$ cat src/rtl/kf_au_pkg.sv
// kf_au_pkg: shared AU write-back destination encodings, tag type and saturation constants.
package kf_au_pkg;
  localparam logic [1:0] DST_NONE = 2'b00;
  localparam logic [1:0] DST_BANK = 2'b01;
  localparam logic [1:0] DST_RQ   = 2'b10;
  localparam logic [1:0] DST_RD   = 2'b11;
  // Tag address field is sized for the widest bank; narrower banks zero-extend into it.
  localparam int TAG_AW_MAX = 16;
  typedef struct packed {
    logic                  valid;
    logic [1:0]            dst;
    logic [TAG_AW_MAX-1:0] addr;
  } au_tag_t;
  function automatic logic [63:0] SAT_POS(input int w);
    return (64'd1 << (w - 1)) - 64'd1;
  endfunction
  function automatic logic [63:0] SAT_NEG(input int w);
    return 64'd1 << (w - 1);
  endfunction
endpackage

$ cat src/rtl/au_wb_tag_pipe.sv
// au_wb_tag_pipe: LAT-stage destination tag shift register with flush and pending-write flags.
module au_wb_tag_pipe
  import kf_au_pkg::*;
#(
  parameter int AW  = 5,
  parameter int LAT = 2
) (
  input  logic          clk,
  input  logic          rst_n,
  input  logic          i_valid,
  input  logic [1:0]    i_dst,
  input  logic [AW-1:0] i_addr,
  input  logic          i_flush,
  output au_tag_t       o_commit,
  output logic          o_pend_rq,
  output logic          o_pend_rd,
  output logic          o_any_valid
);
  au_tag_t r_stage [LAT];
  always_ff @(posedge clk)
    if (!rst_n || i_flush) r_stage <= '{default: '0};
    else begin
      r_stage[0] <= '{valid: i_valid && i_dst != DST_NONE, dst: i_dst, addr: TAG_AW_MAX'(i_addr)};
      for (int k = 1; k < LAT; k++) r_stage[k] <= r_stage[k-1];
    end
  always_comb begin
    o_pend_rq   = 1'b0;
    o_pend_rd   = 1'b0;
    o_any_valid = 1'b0;
    for (int k = 0; k < LAT; k++) begin
      o_pend_rq   = o_pend_rq || (r_stage[k].valid && r_stage[k].dst == DST_RQ);
      o_pend_rd   = o_pend_rd || (r_stage[k].valid && r_stage[k].dst == DST_RD);
      o_any_valid = o_any_valid || r_stage[k].valid;
    end
  end
  assign o_commit = r_stage[LAT-1];
endmodule

$ cat src/rtl/au_writeback.sv
// au_writeback: routes AU results to the Data Bank port or RQ/RD and flags RQ/RD read hazards.
// Define AU_WB_SAT_EN to saturate overflowed results using au_ovf/au_sign.
module au_writeback
  import kf_au_pkg::*;
#(
  parameter int W   = 24,
  parameter int AW  = 5,
  parameter int LAT = 2
) (
  input  logic          clk,
  input  logic          rst_n,
  input  logic          issue_valid,
  input  logic [1:0]    issue_dst,
  input  logic [AW-1:0] issue_addr,
  input  logic          flush,
  input  logic [W-1:0]  au_result,
  input  logic          au_ovf,
  input  logic          au_sign,
  input  logic          chk_rq,
  input  logic          chk_rd,
  output logic [W-1:0]  RQ,
  output logic [W-1:0]  RD,
  output logic          bank_we,
  output logic [AW-1:0] bank_waddr,
  output logic [W-1:0]  bank_wdata,
  output logic          hazard,
  output logic          busy
);
  au_tag_t      w_tag;
  logic         w_pend_rq, w_pend_rd, w_any_valid, w_commit, w_unused;
  logic [W-1:0] w_wb_val;
  au_wb_tag_pipe #(.AW(AW), .LAT(LAT)) u_tag_pipe (
    .clk         (clk),
    .rst_n       (rst_n),
    .i_valid     (issue_valid),
    .i_dst       (issue_dst),
    .i_addr      (issue_addr),
    .i_flush     (flush),
    .o_commit    (w_tag),
    .o_pend_rq   (w_pend_rq),
    .o_pend_rd   (w_pend_rd),
    .o_any_valid (w_any_valid)
  );
`ifdef AU_WB_SAT_EN
  assign w_wb_val = au_ovf ? (au_sign ? W'(SAT_NEG(W)) : W'(SAT_POS(W))) : au_result;
  assign w_unused = ^w_tag.addr;
`else
  assign w_wb_val = au_result;
  assign w_unused = ^{w_tag.addr, au_ovf, au_sign};
`endif
  // A flush in the commit cycle discards that commit as well.
  assign w_commit = w_tag.valid && !flush;
  always_ff @(posedge clk)
    if (!rst_n) begin
      RQ         <= '0;
      RD         <= '0;
      bank_we    <= 1'b0;
      bank_waddr <= '0;
      bank_wdata <= '0;
    end else begin
      bank_we <= w_commit && w_tag.dst == DST_BANK;
      if (w_commit && w_tag.dst == DST_BANK) begin
        bank_waddr <= w_tag.addr[AW-1:0];
        bank_wdata <= w_wb_val;
      end
      if (w_commit && w_tag.dst == DST_RQ) RQ <= w_wb_val;
      if (w_commit && w_tag.dst == DST_RD) RD <= w_wb_val;
    end
  assign hazard = (chk_rq && w_pend_rq) || (chk_rd && w_pend_rd);
  assign busy   = w_any_valid || bank_we;
endmodule
$ cat config.mk
export PLATFORM = sky130hd
export DESIGN_NAME = au_writeback
export DESIGN_NICKNAME = d
export VERILOG_FILES = /design/src/rtl/kf_au_pkg.sv /design/src/rtl/au_wb_tag_pipe.sv /design/src/rtl/au_writeback.sv
export SDC_FILE = /design/constraint.sdc
export NUM_CORES = 1
export LEC_CHECK = 0
export ABC_AREA = 1
export CORE_AREA = 2 2 92 94
export CTS_BUF_LIST = sky130_fd_sc_hd__clkbuf_8
export CTS_CLUSTER_DIAMETER = 30
export DETAILED_ROUTE_END_ITERATION = 7
export DIE_AREA = 0 0 94 96
export HOLD_SLACK_MARGIN = 0.12
export PLACE_DENSITY = 0.87
export SYNTH_ARGS = -nofsm -noshare
export SYNTH_HDL_FRONTEND = slang
export SYNTH_SLANG_ARGS = --single-unit
$ cat constraint.sdc
create_clock -name clk -period 1.5 [get_ports clk]
set_input_delay 0.3 -clock clk [delete_from_list [all_inputs] [get_ports clk]]
set_output_delay 0.3 -clock clk [all_outputs]
set_load 0.005 [all_outputs]
==> impl_metrics.env, run 1 <==
export IMPL_setup_tns_ns=0
export IMPL_synthDominantCellAreaShare_pct=51.2
export IMPL_synth_seq_area_share_pct=51.2
export IMPL_flop_pwr_share_pct=56.2
export IMPL_switching_power_mw=1.01
export IMPL_worst_slew_pin_transition_ns=0.314
export IMPL_detailroute_via_count=3572
export IMPL_die_height_um=96
export IMPL_finalNetCount=680
export IMPL_worst_clock_skew_ns=0.0121
export IMPL_initial_util_pct=45.6
export IMPL_post_synth_num_cell_types=16
export IMPL_power_leakage_nw=2.98
export IMPL_timing_final_crit_share_pct=99.3
export IMPL_result_of_the_run="finished clean"
export IMPL_synth_fp_nets=560
export IMPL_netlist_area_mm2=0.00367
export IMPL_synthArstFlopShare_pct=0
export IMPL_area_delta_synth_final_pct=45.4
export IMPL_r2r_worst_path_cells=8
export IMPL_slew_limit_headroom_pct=79.1
export IMPL_cts_max_level=3
export IMPL_post_synth_top_count_cell="nor2_1"
export IMPL_min_delay_path_class="in -> reg"
export IMPL_postSynth_topFlopCell="dfxtp_1"
export IMPL_power_report_internal_total_mw=3.45
export IMPL_finish_instance_area_mm2=0.00534
export IMPL_postSynthAreaPerCell_um2=7.05
export IMPL_wire_length_of_the_first_global_routing_pass_mm=14.9
export IMPL_synth_area_leader_cell="dfxtp_1"
export IMPL_report_final_slew_viol_count=0
export IMPL_cts_reportedPaths_clkPinSlew_ns=0.09
export IMPL_max_freq_mhz=671
export IMPL_holdWs_ns=0.410
export IMPL_n_antenna_cell=0
export IMPL_detail_route_antenna_nets=0
export IMPL_clock_tree_buffer_depth=2
export IMPL_period_needed_ns=1.49
export IMPL_synthTopCellsByArea="dfxtp_1 51%, nor2_1 18%, nand3_1 11%, nand2_1 8.7%, inv_1 4.8%"
export IMPL_n_fill_cell=673
export IMPL_placed_cell_areas_mm2=0.00502
export IMPL_die_width_um=94
export IMPL_dp_cells=733
export IMPL_fraction_of_power_consumed_by_combinational_cells_pct=6.2
export IMPL_route_detailed_vias_per_inst=4.76
export IMPL_grt_start_max_net_pins=79
export IMPL_worst_ep_arrival_time_ns=1.19
export IMPL_routed_wire_length_per_instance_um=12.6
export IMPL_unrepaired_setup_endpoints_after_global_routing="true"
export IMPL_routed_wl_mm=9.49
export IMPL_tritoncts_num_sinks=94
export IMPL_finalWeightedCongestion=0.780
export IMPL_total_power_mw=4.47
export IMPL_power_density_mw_per_mm2=836
export IMPL_grt_pass1_vias=3335
export IMPL_setup_worst_path_end_class="output port"
export IMPL_critPathLaunchType="flop"
export IMPL_layoutNonFillerInstCount=751
export IMPL_cts_buffers_inserted=9
export IMPL_core_area_mm2=0.00805
export IMPL_std_cell_rows=33
export IMPL_final_hold_viol_count=0
export IMPL_drc=0
export IMPL_grt_antenna_before_repair=0
export IMPL_power_share_clock_pct=37.6
export IMPL_synth_edff_count=0
export IMPL_drt_iter0_drcs=203
export IMPL_hpwl_mm=6.61
export IMPL_cts_root_buffer="clkbuf_8"
export IMPL_vdd_drop_max_mv=0.644
export IMPL_port_buffers=116
export IMPL_ys_seq_elements=94
export IMPL_worst_endpoint_required_ns=1.20
export IMPL_clock_latency_at_the_later_pin_of_the_worst_skew_pair_ns=0.35
export IMPL_drt_pre_antenna_iters=5
export IMPL_clock_tree_from_tritoncts="done"
export IMPL_final_layout_size_suffix_gt1_share_pct=17.2
export IMPL_drv_cap=0
export IMPL_timing_worst_setup_path_type="reg -> out"
export IMPL_floorplan_die_area_mm2=0.00902
export IMPL_finalSetupViolations=0
export IMPL_globalRouteOverflowTotal=0
export IMPL_power_share_switching_pct=22.7
export IMPL_worst_hold_path_num_cells=4
export IMPL_warning_count_from_the_yosys_run=0
export IMPL_boundaryPins=119
export IMPL_netlist_top_cells_count="173 x nor2_1, 94 x dfxtp_1, 85 x nand2_1, 79 x nand3_1, 47 x inv_1"
export IMPL_synthesis_instances=521
export IMPL_critical_path_peak_fanout=3
export IMPL_grt_usage_pct=21.1
export IMPL_holdBufCountCts=0
## what timing repair did
action	in CTS	in global routing
cloned	0	0
buffers inserted	0	2
gates resized for setup	100	41
endpoints found under the setup margin	73	38
pin swaps	1	4
## power groups by stage
stage / combinational [mW] / sequential (mW) / clock (mW)
floorplan: 0.135 / 2.57 / 0
global placement: 0.266 / 2.57 / 0
detailed placement: 0.271 / 2.57 / 0
CTS: 0.272 / 2.51 / 1.69
global route: 0.302 / 2.51 / 1.79
finish: 0.275 / 2.51 / 1.68
## cell families after synthesis
logic type | Yosys count | synth area share [%]
buffers and inverters | 81 | 10.0
DFF | 94 | 51.2
AOI/OAI and AO/OA | 3 | 0.409
and+or+nand+nor | 343 | 38.3
## critical path, stage by stage (launching register included)
cell	delay, ns
dfxtp_2	0.35
inv_2	0.07
nand2_2	0.07
o21ai_2	0.12
nand2_1	0.07
nand2_1	0.06
buf_2	0.10
## through the flow
stage / utilization, % / setup WS (ns)
floorplan: - / 0.405
global placement: 62.3 / -0.164
detailed placement: 62.3 / -0.164
CTS: 65.0 / -0.103
global route: 66.3 / -0.0661
finish: 66.3 / 0.0104
## registers in the layout, summed over array words and instances, names as in the netlist
signal               cells
RQ                      24
bank_wdata              24
bank_waddr               5
u_tag_pipe.o_commit      8
u_tag_pipe.r_stage       8
RD                      24
bank_we                  1
## placed cells by master, fill, tap and decap left out, drive strengths merged
cell | netlist | final
nor2 | 177 | 177
dfxtp | 94 | 94
nand2 | 86 | 86
nand3 | 79 | 79
inv | 49 | 50
clkdlybuf4s50 | 0 | 41
dlygate4sd2 | 0 | 40
dlymetal6s2s | 0 | 32
buf | 29 | 27
clkbuf | 3 | 10
o21ai | 3 | 3
clkinvlp | 0 | 2
clkinv | 0 | 2
nor3b | 1 | 1
bufinv | 0 | 1
clkdlybuf4s15 | 0 | 1
## layout make-up
type                       count  area, um2  area share (%)
clock buffer                  10        138            2.58
clock inverter                 6       62.6            1.17
inverter                      49        184            3.44
sequential                    94       1950            36.6
timing repair buffer         141       1440            26.9
tap                          105        131            2.46
multi-input combinational    346       1440            26.9
## worst paths after layout
kind	start	end	slack, ns
worst min-delay path	rst_n	u_tag_pipe.o_commit[16]	0.41
worst max register to register	u_tag_pipe.o_commit[16]	bank_wdata[10]	0.14
worst min register to register	u_tag_pipe.r_stage[23]	u_tag_pipe.o_commit[4]	0.41
worst max-delay path	u_tag_pipe.o_commit[16]	hazard	0.01
## routing by layer
layer  global-route usage [%]  vias to the layer above  wire length (um)
li1                         -                     1821                 -
met1                     24.1                     1623              3920
met2                     38.9                      112              4850
met3                     3.29                       16               540
met4                     9.06                        0               182
met5                        0                        -                 0
(Power assumes the default switching activity.)
==> inputs of run 2 (changes only) <==
CTS_CLUSTER_DIAMETER = unset   (was 30)
==> results of run 2 <==
Final layout, timing and power as in run 1 (identical DEF).
==> RTL edit, RTL diff (flow settings as in run 2) <==
Build with the macro `AU_WB_SAT_EN` defined.
--- a/src/rtl/au_writeback.sv
+++ b/src/rtl/au_writeback.sv
@@ -1,5 +1,7 @@
 // au_writeback: routes AU results to the Data Bank port or RQ/RD and flags RQ/RD read hazards.
 // Define AU_WB_SAT_EN to saturate overflowed results using au_ovf/au_sign.
+`define AU_WB_SAT_EN
+
 module au_writeback
   import kf_au_pkg::*;
 #(
Formal check against the unedited RTL: not equivalent (a bounded check fails within 4 cycles, from zero or initial values and one cycle with rst_n low).
==> RTL edit against run 2 <==
- largest power group unchanged
- die area unchanged
- area after synthesis increased by 7.3%
- clock power decreased by 3%
- sequential power about the same
- routed wire length increased by 11%
- total power decreased by 0.61%
- sequential cell count unchanged
- cell count increased by 14%
- final area increased by 8.1%
- critical endpoint is now RQ[14]
- sequential share of layout area decreased by 2.6 points
- setup slack improved by 15 ps
- core utilization increased by 5.4 points
==> RTL edit: results (changes against run 2) <==
Parameter                              Value

STA
  Headroom to the max-slew limit    78.5% (-0.64 points)
  Min Clock Period, post-route    1470 ps (-14.8 ps)
  Largest clock skew in the final design    5.77 ps (-6.30 ps)

Layout
  FILL cells    623 (-7.4%)
  Fraction of layout cells with a size suffix above 1    16.4% (-0.74 points)
  Syn-to-layout area delta    46.5%
  Post-layout net count    782 (+15%)

Placement
  Number of buffers inserted by port buffering    118 (+1.7%)
  Placed Cells incl. Taps    831 (+13%)
  Final weighted congestion of routability-driven global placement    0.815 (+4.5%)
  Pre-CTS setup slack    -224 ps (-60.3 ps)

Critical path
  Delay contributed by the slowest stage of the critical path    490 ps (+140 ps)
  Endpoint arrival time on the critical path    1170 ps (-20 ps)
  Largest driver fanout on the critical path    2 (-1)
  Kind of cell adding the most delay to the critical path    buffers and inverters
  Register-to-register setup slack    90 ps (-50 ps)
  Crit-path slowest cell    clkdlybuf4s50_1

Logic synthesis
  Post-Synthesis Mean Instance Area    6.42 µm² (-8.9%)
  Most frequent cells after synthesis    nand2_1, nor2_1, dfxtp_1, inv_1, buf_2
  Synth Area in Compound Gates    0.444% (+0.036 points)
  Sequential element share of the synthesized area    47.7% (-3.5 points)
  Largest cells by area after synthesis    dfxtp_1, nand2_1, nor2_1

Detailed routing
  Initial DRT Pass Iterations    4 (-1)
  Total Routed Length    10.5 mm (+11%)
  WL per Instance    12.3 µm (-2.6%)
  Via count    3904 (+9.3%)

Run status
  Run status    completed

GRT
  Wire length of the first global-routing pass    16.5 mm (+11%)
  Maximum number of pins on one net before global-route repair    78 (-1.3%)
  Vias in the first global route    3827 (+15%)
  Aggregate global-route resource usage    23.1% (+2.0 points)

Power and ir drop
  Pleak    3.81 nW (+28%)
  Max rail drop VDD    0.632 mV (-1.8%)

Clocking
  Clock root buffer    clkbuf_8
RTL edit: cells by family (layout without fill, tap and decap cells):
kind of cell | Yosys count | after routing
and+or+nand+nor | 393 | 393
buffers and inverters | 124 | 258
DFF | 94 | 94
AOI/OAI and AO/OA | 3 | 3
RTL edit: cell type report:
type                            count  area (µm²)  share of cell area (%)
Clock buffer                       12         165                    2.86
Clock inverter                      4        28.8                   0.498
Inverter                           96         365                    6.33
Multi-Input combinational cell    396        1600                    27.6
Sequential cell                    94        1960                    34.0
Tap cell                          105         131                    2.28
Timing Repair Buffer              146        1520                    26.4
RTL edit: where the power goes:
group | leakage, nW | internal [mW] | total (mW) | switching, mW
clock network | 0.0950 | 0.743 | 1.63 | 0.883
logic | 2.92 | 0.145 | 0.302 | 0.158
registers | 0.789 | 2.50 | 2.51 | 0.00822
total | 3.81 | 3.39 | 4.44 | 1.05
RTL edit: layer usage:
metal	global-route usage, %	routed length, µm
met5	0	0
met4	7.97	79
met3	5.01	820
met2	42.4	5390
met1	26.5	4220
RTL edit: final timing paths:
| kind | cells after the start | endpoint | from |
|---|---|---|---|
| max | 1 | RQ[14] | RQ[14] |
| min | 3 | bank_we | rst_n |
| max reg2reg | 9 | bank_wdata[18] | u_tag_pipe.o_commit[16] |
| min reg2reg | 2 | u_tag_pipe.o_commit[2] | u_tag_pipe.r_stage[21] |
RTL edit: through the flow:
stage / area (µm²) / hold WS, ps
global placement: 5380 / 396
finish: 5770 / 194
detailed placement: 5380 / 398
global route: 5770 / 203
floorplan: 3940 / 394
CTS: 5640 / 183
RTL edit: repair_timing:
item / in CTS / in global routing
resized for setup: 114 / 47
endpoints found under the hold margin: 0 / 0
setup buffers: 4 / 2
hold buffers: 0 / 0
pin swaps: 3 / 2
setup endpoints to repair: 75 / 40
